===== src/rtl/shiftleft_pipe.sv =====
// Two-stage pipelined 64-bit logical left shifter with RV64 SLL/SLLW semantics.
// Stage A shifts by the fine amount (1/2/4), stage B by the coarse amount (8/16/32).
module shiftleft_pipe #(
  parameter int unsigned WIDTH = 64,
  parameter int unsigned TAG_W = 5
) (
  input  logic             clk,
  input  logic             rst_n,
  input  logic             in_valid,
  output logic             in_ready,
  input  logic [WIDTH-1:0] in_data,
  input  logic [5:0]       in_shamt,
  input  logic             in_word,
  input  logic [TAG_W-1:0] in_tag,
  output logic             out_valid,
  input  logic             out_ready,
  output logic [WIDTH-1:0] out_data,
  output logic [TAG_W-1:0] out_tag
);

  logic             a_valid_q, a_valid_d;
  logic [WIDTH-1:0] a_data_q, a_data_d;
  logic [2:0]       a_rem_q, a_rem_d;
  logic             a_word_q, a_word_d;
  logic [TAG_W-1:0] a_tag_q, a_tag_d;

  logic             b_valid_q, b_valid_d;
  logic [WIDTH-1:0] b_data_q, b_data_d;
  logic [TAG_W-1:0] b_tag_q, b_tag_d;

  logic             a_load, b_load;
  logic [WIDTH-1:0] b_shift;

  // Backpressure chain: B frees a slot when empty or draining, A follows B.
  assign b_load   = !b_valid_q || out_ready;
  assign a_load   = !a_valid_q || b_load;
  assign in_ready = a_load;

  assign b_shift = a_data_q << {a_rem_q, 3'b000};

  always_comb begin
    a_valid_d = a_valid_q;
    a_data_d  = a_data_q;
    a_rem_d   = a_rem_q;
    a_word_d  = a_word_q;
    a_tag_d   = a_tag_q;
    if (a_load) begin
      a_valid_d = in_valid;
      if (in_valid) begin
        a_data_d = in_data << in_shamt[2:0];
        // Word mode ignores shamt[5]; only 8/16 remain for stage B.
        a_rem_d  = in_word ? {1'b0, in_shamt[4:3]} : in_shamt[5:3];
        a_word_d = in_word;
        a_tag_d  = in_tag;
      end
    end
  end

  always_comb begin
    b_valid_d = b_valid_q;
    b_data_d  = b_data_q;
    b_tag_d   = b_tag_q;
    if (b_load) begin
      b_valid_d = a_valid_q;
      if (a_valid_q) begin
        b_data_d = a_word_q ? {{(WIDTH - 32){b_shift[31]}}, b_shift[31:0]} : b_shift;
        b_tag_d  = a_tag_q;
      end
    end
  end

  always_ff @(posedge clk or negedge rst_n) begin
    if (!rst_n) begin
      a_valid_q <= 1'b0;
      a_data_q  <= '0;
      a_rem_q   <= '0;
      a_word_q  <= 1'b0;
      a_tag_q   <= '0;
      b_valid_q <= 1'b0;
      b_data_q  <= '0;
      b_tag_q   <= '0;
    end else begin
      a_valid_q <= a_valid_d;
      a_data_q  <= a_data_d;
      a_rem_q   <= a_rem_d;
      a_word_q  <= a_word_d;
      a_tag_q   <= a_tag_d;
      b_valid_q <= b_valid_d;
      b_data_q  <= b_data_d;
      b_tag_q   <= b_tag_d;
    end
  end

  assign out_valid = b_valid_q;
  assign out_data  = b_data_q;
  assign out_tag   = b_tag_q;

endmodule


===== config.mk =====
export PLATFORM = sky130hd
export DESIGN_NAME = shiftleft_pipe
export DESIGN_NICKNAME = d
export VERILOG_FILES = /design/src/rtl/shiftleft_pipe.sv
export SDC_FILE = /design/constraint.sdc
export NUM_CORES = 1
export LEC_CHECK = 0
export BUFFER_PORTS_ARGS = -buffer_cell sky130_fd_sc_hd__buf_4
export CORE_ASPECT_RATIO = 0.75
export CORE_MARGIN = 2
export CORE_UTILIZATION = 30
export CTS_BUF_LIST = sky130_fd_sc_hd__clkbuf_16
export CTS_CLUSTER_SIZE = 24
export DETAILED_ROUTE_END_ITERATION = 12
export PLACE_DENSITY = 0.53
export SYNTH_ARGS = -nofsm -noshare
export SYNTH_HDL_FRONTEND = slang
export SYNTH_SLANG_ARGS = --single-unit

===== constraint.sdc =====
create_clock -name clk -period 4.5 [get_ports clk]
set_input_delay 0 -clock clk [delete_from_list [all_inputs] [get_ports clk]]
set_output_delay 0 -clock clk [all_outputs]
set_load 0.03 [all_outputs]

==> results of run 1 <==
[worst max-delay path, cell delays in order, from the launching register on]
cell     delay [ns]
dfrtp_1        0.81
buf_4          0.41
nor2b_1        0.63
a22oi_1        0.22
a21oi_1        0.36
o22a_1         0.17
[placed cells by master, fill, tap and decap left out, types with 2 or more instances in the layout]
master	netlist	final
o22ai_1	8	8
clkinv_2	0	3
nand3b_1	5	5
nand3_1	8	8
buf_4	3	157
clkbuf_16	0	17
dfrtp_1	144	142
clkinvlp_4	0	4
bufinv_16	0	2
dfrtp_2	0	2
a221oi_1	6	6
dlygate4sd3_1	0	14
a2bb2oi_1	8	8
mux2_2	46	46
a22o_1	18	18
mux4_2	31	31
a211oi_1	8	8
inv_1	2	3
o22a_1	29	29
nor4bb_1	6	6
nand2_1	128	127
a21oi_1	17	17
nor2_1	14	13
o31ai_1	11	11
nor2b_1	4	4
nand2b_1	4	4
clkinv_1	0	2
mux2i_1	165	165
a22oi_1	8	8
o21ai_0	70	70
[cell type report]
class / instances / area, µm² / share of cell area (%)
Multi-Input combinational cell: 602 / 4890 / 45.0
Clock buffer: 17 / 425 / 3.91
Clock inverter: 13 / 125 / 1.15
Timing Repair Buffer: 172 / 1330 / 12.2
Tap cell: 392 / 490 / 4.51
Sequential cell: 144 / 3610 / 33.1
Inverter: 3 / 11.3 / 0.104
[metal layers]
layer | track usage, % | vias up | part of all wire, % | wire length (µm)
met4 | 4.17 | 0 | 1.3 | 368
met2 | 27.4 | 264 | 43 | 12300
met3 | 3.59 | 31 | 6.4 | 1830
li1 | - | 3313 | - | -
met1 | 27.7 | 3441 | 49 | 14100
met5 | 0 | - | 0 | 0
[worst paths after layout]
path	endpoint	slack, ns	cells after the start
setup / recovery	out_data[40]$_DFFE_PN0P_	1.82	5
hold / removal	a_data_q[2]$_DFFE_PN0P_	0.01	4
setup reg to reg	out_data[40]$_DFFE_PN0P_	1.82	5
hold reg to reg	out_tag[3]$_DFFE_PN0P_	0.46	2
max in group asynchronous	a_rem_q[0]$_DFFE_PN0P_	3.04	3
min in group asynchronous	a_data_q[6]$_DFFE_PN0P_	0.24	2
[where the power goes]
part	total, µW	internal [µW]	switching (µW)
clock	1360	799	558
combinational	1740	745	995
sequential	1890	1560	326
total	4980	3100	1880
[sequential cells by signal, summed over array words and instances (netlist names)]
register	cells
a_data_q	64
out_data	64
a_tag_q	5
out_tag	5
a_rem_q	3
a_valid_q	1
a_word_q	1
out_valid	1
[kinds of logic after synthesis]
family          share of synthesized area (%)
mux                                      32.4
flops                                    40.7
buf+inv                                  4.17
simple gates                             8.49
compound gates                           14.2
[per-stage QoR]
stage	cell area [µm²]	power (µW)
2_1_floorplan	8850	2920
3_3_place_gp	10200	3630
3_5_place_dp	10200	3640
4_1_cts	10900	5000
5_1_grt	10900	5220
6_report	10900	4980
==> metrics.csv, run 1 <==
metric;value;unit
status;finished, final reports clean;
maxSlewHeadroom;21.8;%
grt_max_degree;100;
ys.flop_type;dfrtp_1;
post_cts_buffers;0;
vias;7049;
numCtsBuffers;17;
initial_utilization;30.5;%
slew_violations;0;
cts_resized;0;
clock_latency;0.43;ns
p_leak;0.00499;µW
hold_viol;0;
ctsHoldBuffers;14;
avgSynthCellArea;10.7;µm²
antenna_found_initial;0;
fin_util;37.4;%
synth_nets;906;
synth-seq-cells;144;
power_density;458;mW/mm²
hpwl;21400;µm
die_h;153;µm
min_from;in_data[1];
setup_tns;0;ns
synth_top_area_share;40.7;%
place.port_buffers;150;
period_needed;2.68;ns
num_rows;54;
post-place-ws;1.95;ns
final-setup-viol-count;0;
initialDrtViolationCount;548;
skew;0.0115;ns
drive_gt1_share;28.3;%
num-nets-final;1020;
crit_start;a_rem_q[2]$_DFFE_PN0P_;
io_pins;151;
grt_pass1_wl;43500;µm
avgRoutedWirePerCell;21.2;µm
fin_crit_sh;59.6;%
cts.sinks;144;
worst_slack;1.82;ns
drc_errors;0;
via_per_inst;5.25;
cts_tree;built;
clk_pin_slew;0.06;ns
ir_drop;0.281;mV
synth_cells;826;
crit_path_end_kind;flop;
fmax;0.373;GHz
routed_wl;28500;µm
crit_fanout;26;
fillers;2969;
antenna_left;0;
yosysTopAreaCell;dfrtp_1;
cap_violations;0;
synth-seq-area-share;40.7;%
gr-total-overflow;0;
cts-root-buf;clkbuf_16;
synthArstFlopShare;100;%
grt_pass1_vias;7001;
synth_cell_type_count;37;
rsz0062_at_grt;no;
coreArea;0.0291;mm²
hold_slack;0.0144;ns
routabilityCongestion;0.914;
dieArea;0.0309;mm²
synthTopCellsByArea;dfrtp_1 41%, mux2i_1 19%, mux4_2 7.9%, mux2_2 5.9%, nand2_1 5.4%;
synth_edf_count;0;
antenna_cells;0;
setup.worst_path.start_class;flop;
htree_levels;4;
dpl.cell_count;1299;
synth_area;0.00885;mm²
worstReg2RegStart;a_rem_q[2]$_DFFE_PN0P_;
die_w;202;µm
worst_slew_pin_slew;1.17;ns
yosysWarningCount;0;
min_path_type;in2reg;
yosysMostFrequentCell;mux2i_1;
required;4.87;ns
cts_max_path_buffers;2;
firstDrtPassIters;6;
synth.top_cells.by_count;165 x mux2i_1, 144 x dfrtp_1, 128 x nand2_1, 70 x o21ai_0, 46 x mux2_2;
path_class;reg2reg;
grt.total_usage;18.5;%
fin_cells;1343;
area_growth;23.0;%
crit_arrival;3.05;ns
(Power assumes the default switching activity.)
==> inputs of run 2 (changes only) <==
==> constraint.sdc (replaced) <==
create_clock -name clk -period 2.8 [get_ports clk]
set_input_delay 0 -clock clk [delete_from_list [all_inputs] [get_ports clk]]
set_output_delay 0 -clock clk [all_outputs]
set_load 0.03 [all_outputs]
==> run 2 against run 1 <==
Register-to-register slack got worse by 1.3 ns; core utilization up 0.36 points; cell count up 1.0%; sequential power up 58%; critical endpoint is now out_data[33]$_DFFE_PN0P_; largest cell class unchanged; largest power group unchanged.
==> metrics.csv, run 2 (same netlist as run 1, synthesis figures left out) <==
metric;value;unit
critPathMaxStageDelay;0.92;ns
path_class;reg2reg;
hpwl;21700;µm
totalPowerFinal;8040;µW
mostFrequentLayoutCell;buf_4;
dieArea;0.0309;mm²
ir_drop;0.354;mV
cts_max_path_buffers;2;
setup.worst_path.start_class;flop;
cap_violations;0;
crit_fanout;50;
routabilityCongestion;0.879;
required;3.18;ns
area_growth;24.1;%
cts_resized;0;
antenna_left;0;
final_cell_mix;167 x buf_4, 165 x mux2i_1, 142 x dfrtp_1;
num_rows;54;
initial_utilization;30.5;%
num-nets-final;1032;
slew_violations;0;
grt_pass1_wl;44200;µm
firstDrtPassIters;5;
setup_tns;0;ns
place.port_buffers;150;
routed_wl;28800;µm
hold_viol;0;
gr-total-overflow;0;
clk_pin_slew;0.07;ns
clock_latency;0.44;ns
path_delay_family;simple AND/OR/NAND/NOR gates;
cpMaxStageDelayCell;nor2_1;
htree_levels;4;
grt_max_degree;89;
avgRoutedWirePerCell;21.2;µm
crit_chain;buf_4 > nor2_1 > a221oi_1 > nor2_1 > o22a_1;
critPathMostFrequentCell;nor2_1;
crit_arrival;2.69;ns
worst_slew_pin_slew;1.09;ns
grt.total_usage;18.8;%
p_leak;0.00505;µW
period_needed;2.31;ns
fillers;2932;
via_per_inst;5.24;
grt_pass1_vias;7168;
cts_tree;built;
antenna_cells;0;
die_w;202;µm
ctsHoldBuffers;15;
drive_gt1_share;29.5;%
vias;7115;
place_area;0.0103;mm²
rsz0062_at_grt;no;
antenna_found_initial;0;
path_buf_inv;1;
numCtsBuffers;17;
drc_errors;0;
min_path_type;in2reg;
cts-root-buf;clkbuf_16;
status;finished, final reports clean;
skew;0.0120;ns
final-setup-viol-count;0;
power_density;732;mW/mm²
io_pins;151;
maxSlewHeadroom;26.8;%
coreArea;0.0291;mm²
fmax;0.433;GHz
die_h;153;µm
fin_crit_sh;82.5;%
crit_path_end_kind;flop;
final_area;0.0110;mm²
post_cts_buffers;0;
initialDrtViolationCount;517;
cts.sinks;144;
## run 2: changes by cell type in the layout (fill, tap and decap cells not counted)
cell,delta
clkinv_4,-1
inv_8,+2
inv_6,+6
clkinvlp_4,+2
clkinv_1,-2
dlygate4sd3_1,+1
buf_12,+1
clkinv_2,-2
buf_4,+10
inv_1,-1
bufinv_16,-2
## run 2: cell type report
| class | instances | area (µm²) | share of cell area, % |
|---|---|---|---|
| flip-flops and latches | 144 | 3610 | 32.8 |
| inverters | 3 | 11.3 | 0.103 |
| clock buffers | 17 | 425 | 3.87 |
| multi-input cells | 602 | 4890 | 44.5 |
| well taps | 392 | 490 | 4.47 |
| clock inverters | 15 | 125 | 1.14 |
| repair buffers | 184 | 1440 | 13.1 |
## run 2: power by group
part / switching [µW] / internal (µW)
clock: 1010 / 1160
sequential: 481 / 2510
combinational: 1670 / 1220
total: 3160 / 4890
## run 2: routing by layer
metal / share of wire [%] / track usage (%)
met3: 6.3 / 4.04
met1: 49 / 27.8
met4: 1.6 / 5.25
met2: 43 / 27.5
met5: 0 / 0
## run 2: worst paths after layout
kind | cells past startpoint | slack [ns] | end | start
setup / recovery | 5 | 0.49 | out_data[33]$_DFFE_PN0P_ | a_rem_q[0]$_DFFE_PN0P_
hold / removal | 4 | 0.11 | a_data_q[62]$_DFFE_PN0P_ | in_data[62]
setup reg to reg | 5 | 0.49 | out_data[33]$_DFFE_PN0P_ | a_rem_q[0]$_DFFE_PN0P_
hold reg to reg | 2 | 0.46 | out_tag[1]$_DFFE_PN0P_ | a_tag_q[1]$_DFFE_PN0P_
max in group asynchronous | 3 | 1.82 | a_data_q[13]$_DFFE_PN0P_ | rst_n
min in group asynchronous | 2 | 0.14 | a_data_q[3]$_DFFE_PN0P_ | rst_n
## run 2: metrics by stage
| step | utilization, % | setup slack (ns) | hold WS (ns) | cells |
|---|---|---|---|---|
| global route | 37.8 | 0.376 | 0.163 | 1357 |
| floorplan | - | 0.818 | -0.296 | 826 |
| CTS | 37.8 | 0.558 | 0.101 | 1357 |
| detailed placement | 35.4 | 0.574 | 0.0542 | 1310 |
| global placement | 35.4 | 0.562 | 0.0582 | 1310 |
| finish | 37.8 | 0.490 | 0.112 | 1357 |
## run 2: worst min-delay path, stage by stage
cell     delay [ns]
buf_4          0.08
mux4_2         0.23
mux2i_1        0.07
o21ai_0        0.13
